**src/rtl/mem_access_pkg.sv**
```systemverilog
// Shared definitions for the memory-stage access unit.
//   - funct3 load/store size codes
//   - mau_state_t: sequencing of one access (IDLE, BEAT0, BEAT1, DONE)
//   - helpers for the byte-lane mask, legality, split detection and
//     lane rotation of store data
package mem_access_pkg;

    localparam logic [2:0] F3_B  = 3'b000;
    localparam logic [2:0] F3_H  = 3'b001;
    localparam logic [2:0] F3_W  = 3'b010;
    localparam logic [2:0] F3_BU = 3'b100;
    localparam logic [2:0] F3_HU = 3'b101;

    typedef enum logic [1:0] {
        IDLE  = 2'd0,
        BEAT0 = 2'd1,
        BEAT1 = 2'd2,
        DONE  = 2'd3
    } mau_state_t;

    // Right-justified byte mask for the access size.
    function automatic logic [3:0] size_mask(input logic [2:0] funct3);
        case (funct3)
            F3_B, F3_BU: size_mask = 4'b0001;
            F3_H, F3_HU: size_mask = 4'b0011;
            F3_W:        size_mask = 4'b1111;
            default:     size_mask = 4'b0000;
        endcase
    endfunction

    // Unsigned variants exist only for loads.
    function automatic logic f3_legal(input logic [2:0] funct3, input logic is_store);
        case (funct3)
            F3_B, F3_H, F3_W: f3_legal = 1'b1;
            F3_BU, F3_HU:     f3_legal = ~is_store;
            default:          f3_legal = 1'b0;
        endcase
    endfunction

    // An access needs a second word when off + bytes > 4.
    function automatic logic is_split(input logic [2:0] funct3, input logic [1:0] off);
        case (funct3)
            F3_H, F3_HU: is_split = (off == 2'd3);
            F3_W:        is_split = (off != 2'd0);
            default:     is_split = 1'b0;
        endcase
    endfunction

    // Rotate left by off bytes so data byte 0 lands on lane off.
    function automatic logic [31:0] rotl_bytes(input logic [31:0] data, input logic [1:0] off);
        logic [63:0] dbl;
        dbl = {data, data} << {off, 3'b000};
        return dbl[63:32];
    endfunction

endpackage

```
**src/rtl/mem_access_unit_load_align_extend.sv**
```systemverilog
// load_align_extend: combinational load data alignment.
//   pair   - {second word, first word} as read from memory
//   off    - byte offset of the access within the first word
//   funct3 - load size / sign code
//   data   - right-justified, sign- or zero-extended load result
//            (zero for any code that is not a load size)
module load_align_extend
    import mem_access_pkg::*;
(
    input  logic [63:0] pair,
    input  logic [1:0]  off,
    input  logic [2:0]  funct3,
    output logic [31:0] data
);

    logic [31:0] shifted;

    // Bytes past the access fall off the top; only the low 32 bits matter.
    assign shifted = 32'(pair >> {off, 3'b000});

    always_comb begin
        // NOTE: default first so every path assigns data; otherwise a latch is inferred.
        data = '0;
        case (funct3)
            F3_B:    data = {{24{shifted[7]}}, shifted[7:0]};
            F3_BU:   data = {24'd0, shifted[7:0]};
            F3_H:    data = {{16{shifted[15]}}, shifted[15:0]};
            F3_HU:   data = {16'd0, shifted[15:0]};
            F3_W:    data = shifted;
            default: data = '0;
        endcase
    end

endmodule

```
**src/rtl/mem_access_unit.sv**
```systemverilog
// mem_access_unit: memory-stage front end of the pipelined core.
// Turns byte/halfword/word loads and stores into word-aligned beats on a
// req/ready memory port, splitting misaligned accesses into two beats,
// and stalls the pipeline until the access completes.
//   clk, rst        - clock, synchronous active-high reset
//   MemReadM        - load in MEM stage
//   MemWriteM       - store in MEM stage (wins over MemReadM)
//   Funct3M         - size / sign code
//   ALUResultM      - byte address
//   WriteDataM      - right-justified store data
//   MemDataM        - extended load data, valid in DONE, else 0
//   StallM          - holds IF/ID/EX/MEM while the access is in flight
//   mem_req/mem_we  - memory request and write enable
//   mem_addr        - word address (bits [1:0] always 0)
//   mem_wdata       - lane-rotated store data
//   mem_wstrb       - byte strobes (stores only)
//   mem_ready       - request accepted, mem_rdata valid this cycle
//   mem_rdata       - read word
module mem_access_unit
    import mem_access_pkg::*;
#(
    parameter int DATA_WIDTH = 32,
    parameter int ADDR_WIDTH = 32
) (
    input  logic                  clk,
    input  logic                  rst,
    input  logic                  MemReadM,
    input  logic                  MemWriteM,
    input  logic [2:0]            Funct3M,
    input  logic [ADDR_WIDTH-1:0] ALUResultM,
    input  logic [DATA_WIDTH-1:0] WriteDataM,
    output logic [DATA_WIDTH-1:0] MemDataM,
    output logic                  StallM,
    output logic                  mem_req,
    output logic                  mem_we,
    output logic [ADDR_WIDTH-1:0] mem_addr,
    output logic [DATA_WIDTH-1:0] mem_wdata,
    output logic [3:0]            mem_wstrb,
    input  logic                  mem_ready,
    input  logic [DATA_WIDTH-1:0] mem_rdata
);

    mau_state_t            state;
    logic [1:0]            off_q;
    logic [2:0]            f3_q;
    logic                  we_q;
    logic                  split_q;
    logic [DATA_WIDTH-1:0] rdata0;
    logic [DATA_WIDTH-1:0] rdata1;
    logic [DATA_WIDTH-1:0] aligned;
    logic                  is_store;
    logic                  start;

    assign is_store = MemWriteM;
    assign start    = (MemReadM | MemWriteM) & f3_legal(Funct3M, is_store);

    // Stall is raised combinationally in IDLE so the instruction is held
    // the same cycle it is recognised.
    always_comb begin
        case (state)
            IDLE:         StallM = start & ~rst;
            BEAT0, BEAT1: StallM = 1'b1;
            default:      StallM = 1'b0;
        endcase
    end

    load_align_extend u_align (
        .pair   ({rdata1, rdata0}),
        .off    (off_q),
        .funct3 (f3_q),
        .data   (aligned)
    );

    assign MemDataM = (state == DONE && !we_q) ? aligned : '0;

    // Request outputs are registered and set up one state ahead, so they
    // stay stable for as long as mem_ready is low.
    // NOTE: sequential state uses non-blocking assignments so every flop samples pre-edge values.
    always_ff @(posedge clk) begin
        if (rst) begin
            state     <= IDLE;
            off_q     <= '0;
            f3_q      <= '0;
            we_q      <= 1'b0;
            split_q   <= 1'b0;
            rdata0    <= '0;
            rdata1    <= '0;
            mem_req   <= 1'b0;
            mem_we    <= 1'b0;
            mem_addr  <= '0;
            mem_wdata <= '0;
            mem_wstrb <= '0;
        end else begin
            case (state)
                IDLE: begin
                    if (start) begin
                        state     <= BEAT0;
                        off_q     <= ALUResultM[1:0];
                        f3_q      <= Funct3M;
                        we_q      <= is_store;
                        split_q   <= is_split(Funct3M, ALUResultM[1:0]);
                        mem_req   <= 1'b1;
                        mem_we    <= is_store;
                        mem_addr  <= {ALUResultM[ADDR_WIDTH-1:2], 2'b00};
                        mem_wdata <= rotl_bytes(WriteDataM, ALUResultM[1:0]);
                        mem_wstrb <= is_store ? (size_mask(Funct3M) << ALUResultM[1:0]) : 4'b0000;
                    end
                end
                BEAT0: begin
                    if (mem_ready) begin
                        rdata0 <= mem_rdata;
                        if (split_q) begin
                            state     <= BEAT1;
                            // Wraps modulo 2^ADDR_WIDTH at the top of memory.
                            mem_addr  <= mem_addr + ADDR_WIDTH'(4);
                            mem_wstrb <= we_q ? (size_mask(f3_q) >> (3'd4 - {1'b0, off_q})) : 4'b0000;
                        end else begin
                            state     <= DONE;
                            mem_req   <= 1'b0;
                            mem_we    <= 1'b0;
                            mem_wstrb <= 4'b0000;
                        end
                    end
                end
                BEAT1: begin
                    if (mem_ready) begin
                        rdata1    <= mem_rdata;
                        state     <= DONE;
                        mem_req   <= 1'b0;
                        mem_we    <= 1'b0;
                        mem_wstrb <= 4'b0000;
                    end
                end
                default: state <= IDLE;
            endcase
        end
    end

endmodule

```
**config.mk**
```make
export PLATFORM = sky130hd
export DESIGN_NAME = mem_access_unit
export DESIGN_NICKNAME = d
export VERILOG_FILES = /design/src/rtl/mem_access_pkg.sv /design/src/rtl/mem_access_unit_load_align_extend.sv /design/src/rtl/mem_access_unit.sv
export SDC_FILE = /design/constraint.sdc
export NUM_CORES = 1
export LEC_CHECK = 0
export ABC_AREA = 1
export CAP_MARGIN = 20
export CORE_MARGIN = 2
export CORE_UTILIZATION = 45
export DETAILED_ROUTE_END_ITERATION = 12
export PLACE_DENSITY = 0.78
export SKIP_CTS_REPAIR_TIMING = 1
export SYNTH_ARGS = -nofsm -noshare
export SYNTH_HDL_FRONTEND = slang
export SYNTH_SLANG_ARGS = --single-unit
```
**constraint.sdc**
```tcl
create_clock -name clk -period 1.8 [get_ports clk]
set_clock_uncertainty 0.05 [all_clocks]
set_input_delay 0.27 -clock clk [delete_from_list [all_inputs] [get_ports clk]]
set_output_delay 0.27 -clock clk [all_outputs]
set_load 0.02 [all_outputs]
```
Yosys cells after proc, flatten, opt, wreduce, memory -nomap -nowiden --
Cells that the tools add are included.
Storage, ports and cells: flip-flop bits (word level) 143, bits of input ports 104
Operators by class: mux-type cells 37, $add $sub $neg 2, shift operators 4, equal/unequal tests 17, bitwise gates (word level) 5, reduce and logical (&&, ||, !) cells 22
Operators by type and width (number):
- $pmux 32 s5 | 1
- $mux 32 | 4
- $pmux 32 s2 | 1
- $shl 64x5->64 | 1
- $shr 64x5->32 | 1
- $mux 4 | 13
- $pmux 4 s3 | 3
- $add 32x3->32 const B | 1
- $eq 3x3->1 const B | 4
- $reduce_or 2->1 | 6
- $ne 2x2->1 const B | 5
- $reduce_and 4->1 | 2
- $eq 2x2->1 const B | 3
- $eq 3x1->1 const B | 2
- $eq 3x2->1 const B | 2
- $logic_not 3->1 | 2
- $mux 1 | 6
- $mux 2 | 3
- $pmux 1 s2 | 3
- $pmux 1 s3 | 2
- $pmux 2 s3 | 1
- $reduce_and 2->1 | 3
- $reduce_and 5->1 | 1
- $reduce_bool 2->1 | 2
- other kinds (13) | 15

Logic depth before layout (Yosys ltp) --
Gate-level depths: netlist of the first run.
depth in word-level cells 12, mapped depth 11, mapped depth without buffers 10

Modules after synthesis --
From an unflattened synthesis of the first run, not the netlist that was laid out.
Unflattened totals: cell total of the unflattened synthesis 1502, area total of the unflattened synthesis 8902.3 um^2
By module, submodules not included:
- mem_access_unit | instances 1, cells each 1198, area an instance 7364.6 um^2
- load_align_extend | instances 1, cells each 304, area an instance 1537.7 um^2

Least setup slack after synthesis of the first run --
OpenSTA, ideal clock, no wires.
path type register to output, from register state[0], to output port MemDataM[6], arrival time 1627 ps, buffers on the path 1, stages on the path, launching flop included 7, slack -147 ps, cells stage by stage dfxtp_1 -> ha_1 -> nand2_1 -> clkinv_1 -> o21ai_1 -> clkbuf_1 -> a211oi_1
On the way: cells in the longest elaborated chain, start to end 3
RTL lines:
- start, declared | line mem_access_unit.sv:43 | mau_state_t state;
- start signal, assigned | line mem_access_unit.sv:81 | state <= IDLE;
- start signal, assigned | line mem_access_unit.sv:97 | state <= BEAT0;
- start signal, assigned | line mem_access_unit.sv:113 | state <= BEAT1;
- $eq 2x2->1 | line mem_access_unit.sv:74 | assign MemDataM = (state == DONE && !we_q) ? aligned : '0;
- $logic_and 1x1->1 | line mem_access_unit.sv:74
- $mux 32 | line mem_access_unit.sv:74
- end, declared | line mem_access_unit.sv:32 | output logic [DATA_WIDTH-1:0] MemDataM,
No other way between the ends.

Worst setup path in the final report of the first run --
from register off_q[0], to output port MemDataM[22]
On the way: cells in the longest elaborated chain, start to end 3
RTL lines:
- start, declared | line mem_access_unit.sv:44 | logic [1:0] off_q;
- start signal, assigned | line mem_access_unit.sv:98 | off_q <= ALUResultM[1:0];
- $shr 64x5->32 | line mem_access_unit_load_align_extend.sv:19 | assign shifted = 32'(pair >> {off, 3'b000});
- $pmux 32 s5 | line mem_access_unit_load_align_extend.sv:24 | case (funct3)
- $mux 32 | line mem_access_unit.sv:74
No other way between the ends.

==> flow_metrics.env, run 1 <==
export IMPL_status="complete, but fails checks"
export IMPL_violations="negative setup slack"
export IMPL_dp_cells=1807
export IMPL_clk_pin_slew_ns=0.06
export IMPL_max_cap_violations=0
export IMPL_io_pins=207
export IMPL_port_buffers=204
export IMPL_power_density_mw_per_mm2=1430
export IMPL_cp_data_arrival_time_ns=1.98
export IMPL_gr_total_overflow=0
export IMPL_grt_total_usage_pct=28.4
export IMPL_critical_path_class="flop to output pin"
export IMPL_required_ns=1.48
export IMPL_rsz0062_at_grt="true"
export IMPL_synth_flop_cell="dfxtp_1"
export IMPL_worstSkewPairLatency_ns=0.44
export IMPL_r2r_end="mem_addr[12]$_SDFFE_PP0P_"
export IMPL_synth_area_top_cells="dfxtp_1, nand2_1, nor2_1"
export IMPL_hpwl_um=19800
export IMPL_ant_nets=0
export IMPL_drtIter0Drc=1179
export IMPL_crit_path_start="off_q[0]$_SDFFE_PP0P_"
export IMPL_start_util_pct=46.0
export IMPL_synth_cell_type_count=35
export IMPL_synth_top_area_share_pct=33.5
export IMPL_die_w_um=137
export IMPL_end_kind="output pin"
export IMPL_path_max_fanout=8
export IMPL_min_path_cells=3
export IMPL_wl_per_cell_um=17.3
export IMPL_h_tree_depth=4
export IMPL_grt_util_met2_pct=46.5
export IMPL_synth_edf_count=0
export IMPL_met3_usage_pct=6.44
export IMPL_synthCells=1341
export IMPL_slew_violations=0
export IMPL_postSynth_asyncResetShare_pct=0
export IMPL_ys_seq_area_share_pct=33.5
export IMPL_slowest_delay_ns=0.42
export IMPL_avgSynthCellArea_sq_um=5.93
export IMPL_power_uw=18900
export IMPL_antenna_found_initial=0
export IMPL_cp_start_kind="flop"
export IMPL_grt_pass1_wl_um=41900
export IMPL_wl_um=32300
export IMPL_utilization_pct=76.6
export IMPL_viasPerCell=5.56
export IMPL_max_vdd_ir_drop_mv=1.11
export IMPL_r2r_start="state[1]$_SDFFE_PP0P_"
export IMPL_grt_pass1_vias=8678
export IMPL_drive_above_1_share_pct=25.5
export IMPL_min_period_over_period_pct=128
export IMPL_path_buf_inv=4
export IMPL_ys_ff_latch=133
export IMPL_cpMostUsedCell="nand2_1"
export IMPL_area_delta_synth_final_pct=66.5
export IMPL_clockBufferDepth=2
export IMPL_cp_num_cells=9
export IMPL_crit_family="buffers and inverters"
export IMPL_cts_root_buf="clkbuf_16"
export IMPL_grt_max_degree=81
export IMPL_endpoint="MemDataM[22]"
export IMPL_setup_ws_ns=-0.497
export IMPL_yosys_warnings=0
export IMPL_max_clock_freq_mhz=435
export IMPL_hold_viol=0
export IMPL_die_area_sq_mm=0.0188
export IMPL_vias=10400
export IMPL_final_nets=1744
export IMPL_fin_hold_ws_ns=0.407
export IMPL_final_min_clock_period_ns=2.30
export IMPL_antenna_cells=0
export IMPL_crit_slowest_cell="dfxtp_4"
export IMPL_tritoncts="done"
export IMPL_grt_busiest_layer="met2"
export IMPL_gp_congestion=0.962
export IMPL_instances_no_fill=1871
export IMPL_core_area_sq_mm=0.0173
export IMPL_fp_row_count=48
export IMPL_cts_made_buffers=17
export IMPL_p_leak_uw=0.00588
export IMPL_r2r_setup_slack_ns=-0.18
export IMPL_synth_area_sq_mm=0.00796
export IMPL_r2r_worst_path_cells=13
export IMPL_cts_sinks=133
export IMPL_grtUsageMet1_pct=36.5
export IMPL_yosys_area_top_type="dfxtp_1"
export IMPL_fin_setup_tns_ns=-16.54
export IMPL_path_cells="buf_12 > clkbuf_16 > mux2i_1 > o21ai_0 > nand2_1 > nand2_1 > nand2_1 > inv_1 > buf_2"
export IMPL_dr_pass1_iters=6
export IMPL_drc_errors=0
export IMPL_hold_class="primary input to flop"
export IMPL_setup_viol=87
export IMPL_fillCellCount=1218
export IMPL_die_h_um=137
-- per-layer routing --
layer	share of wire [%]	vias up
li1	-	4908
met1	38	4739
met2	47	617
met3	9.2	146
met4	5.3	0
met5	0	-
-- cell families (layout without fill, tap and decap cells) --
family	after synthesis	after routing	share of synthesized area, %
simple gates	701	701	35.2
compound gates	300	300	19.4
buf+inv	190	494	9.69
flops	133	133	33.5
fa+ha+maj	7	7	1.10
mux	7	7	0.881
xor+xnor	2	2	0.220
other cells	1	2	0.0471
-- final cells by class --
type	instances	area, sq um	share of cell area (%)
multi-input combinational	1019	5480	41.3
tap	225	282	2.13
clock buffer	20	447	3.37
inverter	110	458	3.46
clock inverter	12	201	1.52
sequential	133	2670	20.2
timing repair inverter	1	8.76	0.0661
timing repair buffer	351	3700	28.0
-- layout by cell type, fill, tap and decap left out, drive strengths merged, types with 2 or more instances in the layout --
| cell | count |
|---|---|
| mux2i | 7 |
| ha | 7 |
| o21ai | 202 |
| buf | 165 |
| clkinv | 6 |
| nor3 | 38 |
| conb | 2 |
| nor2 | 291 |
| clkdlybuf4s50 | 141 |
| o31ai | 2 |
| bufinv | 5 |
| inv | 108 |
| a211oi | 7 |
| nand4 | 3 |
| clkinvlp | 4 |
| dfxtp | 133 |
| dlymetal6s2s | 30 |
| nand3 | 58 |
| nand2 | 308 |
| clkbuf | 35 |
| o22ai | 5 |
| a21oi | 80 |
| nand3b | 2 |
-- power by group --
part           total, uW  leakage (uW)  internal [uW]  switching (uW)
Sequential          4500       0.00109           3720             788
Clock               3890      0.000311           2500            1390
Combinational      10500       0.00447           4830            5710
-- registers in the layout, summed over array words and instances (netlist names), 2 cells and up --
register and cells:
f3_q 3, mem_addr 30, mem_wdata 32, mem_wstrb 4
off_q 2, rdata0 32, rdata1 24, state 2
-- worst min path at each step --
stage	start	end
2_1_floorplan	rst	state[0]$_SDFFE_PP0P_
6_report	mem_rdata[26]	rdata0[26]$_SDFFE_PP0P_
5_1_grt	mem_rdata[24]	rdata0[24]$_SDFFE_PP0P_
3_3_place_gp	rdata0[5]$_SDFFE_PP0P_	rdata0[5]$_SDFFE_PP0P_
4_1_cts	mem_rdata[25]	rdata0[25]$_SDFFE_PP0P_
3_5_place_dp	rdata1[17]$_SDFFE_PP0P_	rdata1[17]$_SDFFE_PP0P_
-- synthesized netlist by cell type (all sizes together) (3+ instances only) --
master and n:
nor3 38, a211oi 7, mux2i 7, nand3 58, buf 29, nor2 291, clkbuf 51, a21oi 80
o22ai 5, nand2 308, o21ai 202, ha 7, dfxtp 133, inv 108, nand4 3
-- worst register-to-register path: stages (launching register included) --
cell,delay (ns)
dfxtp_2,0.33
buf_6,0.11
buf_6,0.11
inv_4,0.06
ha_4,0.15
inv_4,0.05
buf_6,0.11
o21ai_4,0.18
nand3_4,0.19
buf_12,0.19
clkbuf_16,0.16
nor2_4,0.07
nand2_1,0.05
a21oi_1,0.11
-- per-stage QoR --
| step | setup WS, ns | instance area [sq um] |
|---|---|---|
| after floorplan | -0.0859 | 7970 |
| after global placement | -0.456 | 11000 |
| after detailed placement | -0.432 | 11000 |
| after CTS | -0.909 | 11600 |
| after global routing | -0.583 | 13200 |
| final | -0.497 | 13200 |
(Power assumes the default switching activity.)
==> inputs of run 2 (changes only) <==
Settings changed: CAP_MARGIN 20 to default, GPL_TIMING_DRIVEN from default to 1, PLACE_DENSITY 0.78 to 0.75.
Clock period 1.8 ns to 2.9 ns, I/O delays scaled along.
==> run 2 against run 1 <==
Effect of this change: the run now ends clean; flip-flop and latch count stayed put; highest routed layer unchanged; non-clock buffer count is 126 lower; power is 54% lower; final cell count is 6.8% lower; routed wire length is 20% lower; largest cell class unchanged; sequential power is 38% lower; largest power group unchanged; via count is 13% lower.
==> flow_metrics.env, run 2 (same netlist as run 1, synthesis figures left out) <==
export IMPL_status="completed"
export IMPL_worstSkewPairLatency_ns=0.43
export IMPL_crit_slowest_cell="clkdlybuf4s50_1"
export IMPL_wl_um=25900
export IMPL_setup_viol=0
export IMPL_r2r_worst_path_cells=9
export IMPL_p_leak_uw=0.00469
export IMPL_r2r_end="off_q[0]$_SDFFE_PP0P_"
export IMPL_clkPwrFrac_pct=23.8
export IMPL_holdPathEnd="rdata1[6]$_SDFFE_PP0P_"
export IMPL_drive_above_1_share_pct=5.07
export IMPL_final_common_cell="nand2_1"
export IMPL_hold_viol=0
export IMPL_required_ns=2.41
export IMPL_tightestPinTransition_ns=0.590
export IMPL_vias=9108
export IMPL_clockBufferDepth=2
export IMPL_cts_made_buffers=17
export IMPL_relSlewSlack_pct=60.6
export IMPL_hold_class="flop to flop"
export IMPL_die_w_um=137
export IMPL_max_vdd_ir_drop_mv=0.553
export IMPL_power_density_mw_per_mm2=803
export IMPL_antenna_cells=0
export IMPL_p_int_uw=4950
export IMPL_setup_ws_ns=0.0856
export IMPL_drc_errors=0
export IMPL_grt_max_degree=112
export IMPL_cts_sinks=133
export IMPL_grt_total_usage_pct=27.4
export IMPL_fp_row_count=48
export IMPL_final_nets=1617
export IMPL_rsz0062_at_grt="false"
export IMPL_layout_common_cells="nand2_1, nor2_1, o21ai_0"
export IMPL_min_from="rdata1[6]$_SDFFE_PP0P_"
export IMPL_tritoncts="done"
export IMPL_gp_congestion=0.948
export IMPL_die_area_sq_mm=0.0188
export IMPL_min_period_over_period_pct=97.0
export IMPL_io_pins=207
export IMPL_seq_area_sq_mm=0.00267
export IMPL_max_clock_freq_mhz=355
export IMPL_path_max_fanout=8
export IMPL_r2r_start="state[0]$_SDFFE_PP0P_"
export IMPL_antenna_found_initial=0
export IMPL_slew_violations=0
export IMPL_r2r_setup_slack_ns=0.59
export IMPL_core_area_sq_mm=0.0173
export IMPL_cts_root_buf="clkbuf_16"
export IMPL_start_util_pct=46.0
export IMPL_critical_path_class="flop to output pin"
export IMPL_switching_power_uw=3690
export IMPL_place_area_sq_mm=0.0101
export IMPL_hpwl_um=18600
export IMPL_slowest_delay_ns=0.67
export IMPL_gr_total_overflow=0
export IMPL_post_place_ws_ns=0.224
export IMPL_dr_pass1_iters=5
export IMPL_path_buf_inv=2
export IMPL_p_seq_share_pct=32.0
export IMPL_drtIter0Drc=780
export IMPL_die_h_um=137
export IMPL_grt_pass1_vias=8171
export IMPL_ant_nets=0
export IMPL_end_kind="output pin"
export IMPL_cp_start_kind="flop"
export IMPL_cp_data_arrival_time_ns=2.33
export IMPL_comb_power_share_pct=44.2
export IMPL_wl_per_cell_um=14.9
export IMPL_grt_pass1_wl_um=40500
export IMPL_design_area_sq_mm=0.0108
export IMPL_h_tree_depth=4
export IMPL_crit_family="buffers and inverters"
export IMPL_viasPerCell=5.22
export IMPL_path_cells="ha_1 > nand2_1 > clkinv_1 > o21ai_2 > a211oi_1 > clkdlybuf4s50_1"
export IMPL_sw_frac_of_total_pct=42.7
export IMPL_fillCellCount=1714
export IMPL_clk_pin_slew_ns=0.07
export IMPL_top_regs="mem_wdata: 32 flops, rdata0: 32 flops, mem_addr: 30 flops"
export IMPL_max_cap_violations=0
export IMPL_multi_input_area_sq_mm=0.00455
export IMPL_fin_setup_tns_ns=0
export IMPL_port_buffers=204
export IMPL_area_delta_synth_final_pct=35.3
export IMPL_final_min_clock_period_ns=2.81
export IMPL_min_path_cells=2
==> run 2: final cells by class <==
type | instances | area share [%]
Timing Repair Buffer | 225 | 21.2
Multi-Input combinational cell | 1019 | 42.3
Inverter | 110 | 3.87
Tap cell | 225 | 2.62
Sequential cell | 133 | 24.8
Clock inverter | 12 | 0.884
Clock buffer | 20 | 4.34
==> run 2: power groups by stage <==
stage	clock network, uW	logic [uW]	registers (uW)
floorplan	0	2170	2990
global placement	0	3750	2790
detailed placement	0	3780	2790
CTS	2080	3800	2760
global route	2150	4270	2830
finish	2060	3820	2770
==> run 2: worst max-delay path by stage <==
| stage | cells past startpoint | from | slack (ns) | endpoint |
|---|---|---|---|---|
| 6_report | 6 | state[0]$_SDFFE_PP0P_ | 0.09 | MemDataM[3] |
| 3_5_place_dp | 10 | MemWriteM | 0.22 | off_q[0]$_SDFFE_PP0P_ |
| 5_1_grt | 6 | state[0]$_SDFFE_PP0P_ | 0.01 | MemDataM[2] |
| 2_1_floorplan | 6 | state[0]$_SDFFE_PP0P_ | 0.79 | MemDataM[6] |
| 3_3_place_gp | 10 | MemWriteM | 0.24 | off_q[0]$_SDFFE_PP0P_ |
| 4_1_cts | 8 | f3_q[0]$_SDFFE_PP0P_ | -0.11 | MemDataM[26] |
==> run 2: stage by stage <==
stage	utilization (%)	cells	hold WS, ns	total power (uW)
global placement	58.5	1712	0.403	6540
detailed placement	58.5	1712	0.411	6570
global route	62.2	1744	0.442	9250
finish	62.2	1744	0.422	8650
CTS	61.7	1744	0.420	8640
floorplan	-	1342	0.390	5160
==> run 2: worst register-to-register path: stages (launching register included) <==
cell     delay (ns)
dfxtp_1        0.42
inv_1          0.09
ha_1           0.27
inv_1          0.13
nor2_2         0.06
buf_4          0.24
inv_2          0.49
buf_4          0.26
o21ai_0        0.07
a21oi_1        0.15
==> run 2: metal layers <==
metal | vias up | global-route usage (%) | wire, um
li1 | 4633 | - | -
met1 | 4080 | 35.5 | 11100
met2 | 351 | 45.1 | 12200
met3 | 44 | 5.63 | 1960
met4 | 0 | 9.91 | 645
met5 | - | 0 | 0
==> inputs of run 3 (changes only) <==
Settings changed: CORE_UTILIZATION 45 to 54, PLACE_DENSITY 0.75 to 0.87, TNS_END_PERCENT from default to 20.
==> run 3 against run 2 <==
Effect of this change: largest cell class unchanged; final cell count decreased by 2.5%; cell area decreased by 0.48%; non-clock buffer count decreased by 2; first-iteration DRC count increased by 18%; critical path depth unchanged; register-to-register slack improved by 0.04 ns; global-route usage increased by 4.5 points.
==> flow_metrics.env, run 3 (same netlist as run 1, synthesis figures left out) <==
export IMPL_tritoncts="done"
export IMPL_cp_num_cells=6
export IMPL_final_min_clock_period_ns=2.79
export IMPL_antenna_cells=0
export IMPL_min_path_cells=2
export IMPL_vias=9362
export IMPL_path_cells="buf_6 > nand2_1 > nand2_1 > nor2_1 > a211oi_1 > clkdlybuf4s50_1"
export IMPL_io_pins=207
export IMPL_max_clock_freq_mhz=359
export IMPL_tightestPinTransition_ns=1.07
export IMPL_wl_um=25300
export IMPL_hpwl_um=17600
export IMPL_clockBufferDepth=2
export IMPL_slew_violations=0
export IMPL_gr_total_overflow=0
export IMPL_relSlewSlack_pct=28.5
export IMPL_crit_slowest_cell="clkdlybuf4s50_1"
export IMPL_h_tree_depth=4
export IMPL_end_kind="output pin"
export IMPL_power_density_mw_per_mm2=826
export IMPL_worstSkewPairLatency_ns=0.43
export IMPL_min_from="rdata1[3]$_SDFFE_PP0P_"
export IMPL_critical_path_class="flop to output pin"
export IMPL_grt_total_usage_pct=31.9
export IMPL_rsz0062_at_grt="false"
export IMPL_r2r_start="state[1]$_SDFFE_PP0P_"
export IMPL_cts_sinks=133
export IMPL_max_cap_violations=0
export IMPL_port_buffers=204
export IMPL_design_area_sq_mm=0.0107
export IMPL_fin_setup_tns_ns=0
export IMPL_grt_pass1_wl_um=41200
export IMPL_viasPerCell=5.51
export IMPL_die_h_um=125
export IMPL_utilization_pct=74.0
export IMPL_post_place_ws_ns=0.265
export IMPL_required_ns=2.41
export IMPL_die_w_um=125
export IMPL_setup_viol=0
export IMPL_clk_pin_slew_ns=0.06
export IMPL_die_area_sq_mm=0.0157
export IMPL_core_area_sq_mm=0.0145
export IMPL_r2r_worst_path_cells=8
export IMPL_slowest_delay_ns=0.67
export IMPL_min_period_over_period_pct=96.1
export IMPL_final_common_cell="nand2_1"
export IMPL_path_buf_inv=2
export IMPL_ant_nets=0
export IMPL_gp_congestion=0.927
export IMPL_place_area_sq_mm=0.0100
export IMPL_grt_max_degree=112
export IMPL_drive_above_1_share_pct=4.55
export IMPL_fp_row_count=44
export IMPL_dp_cells=1669
export IMPL_start_util_pct=55.0
export IMPL_top_regs="mem_wdata: 32 flops, rdata0: 32 flops, mem_addr: 30 flops"
export IMPL_drc_errors=0
export IMPL_hold_viol=0
export IMPL_setup_ws_ns=0.113
export IMPL_cp_start_kind="flop"
export IMPL_drtIter0Drc=919
export IMPL_antenna_found_initial=0
export IMPL_crit_path_start="off_q[0]$_SDFFE_PP0P_"
export IMPL_wl_per_cell_um=14.9
export IMPL_path_max_fanout=34
export IMPL_area_delta_synth_final_pct=34.6
export IMPL_hold_class="flop to flop"
export IMPL_p_leak_uw=0.00465
export IMPL_grt_pass1_vias=8616
export IMPL_dr_pass1_iters=6
export IMPL_cts_made_buffers=17
export IMPL_final_nets=1615
export IMPL_layout_common_cells="nand2_1, nor2_1, o21ai_0"
export IMPL_cpMostUsedCell="nand2_1"
export IMPL_crit_family="buffers and inverters"
export IMPL_max_vdd_ir_drop_mv=0.722
export IMPL_cts_root_buf="clkbuf_16"
export IMPL_cp_data_arrival_time_ns=2.30
export IMPL_status="completed"
export IMPL_instances_no_fill=1700
-- run 3: cell type report --
type                            count  area, sq um
Clock inverter                     13          183
Fill cell                        1231         3770
Sequential cell                   133         2670
Multi-Input combinational cell   1019         4530
Timing Repair Buffer              223         2250
Clock buffer                       18          429
Inverter                          110          415
Tap cell                          184          230
-- run 3: final timing paths --
| check | end | slack, ns |
|---|---|---|
| max | MemDataM[0] | 0.11 |
| min | rdata1[3]$_SDFFE_PP0P_ | 0.42 |
| max reg2reg | mem_wdata[0]$_SDFFE_PP0P_ | 0.63 |
| min reg2reg | rdata1[3]$_SDFFE_PP0P_ | 0.42 |
-- run 3: power by group --
| part | internal, uW | switching, uW | total, uW |
|---|---|---|---|
| combinational | 1460 | 2350 | 3810 |
| sequential | 2300 | 462 | 2760 |
| clock | 1430 | 835 | 2270 |
-- run 3: per-layer routing --
metal	share of wire, %	wire length (um)	track usage (%)
met4	4.4	1110	15.9
met5	0	0	0
met2	47	11900	52.9
met1	41	10400	39.7
met3	7.5	1900	6.38
-- run 3: metrics by stage --
step | total power [uW] | hold slack (ns)
final | 8840 | 0.419
after global routing | 9400 | 0.448
after CTS | 8810 | 0.418
after detailed placement | 6510 | 0.409
after global placement | 6440 | 0.404
after floorplan | 5160 | 0.390
-- run 3: tightest hold or removal path: stages, from the launching register on --
cell	delay [ns]
dfxtp_1	0.31
inv_1	0.06
a21oi_1	0.05
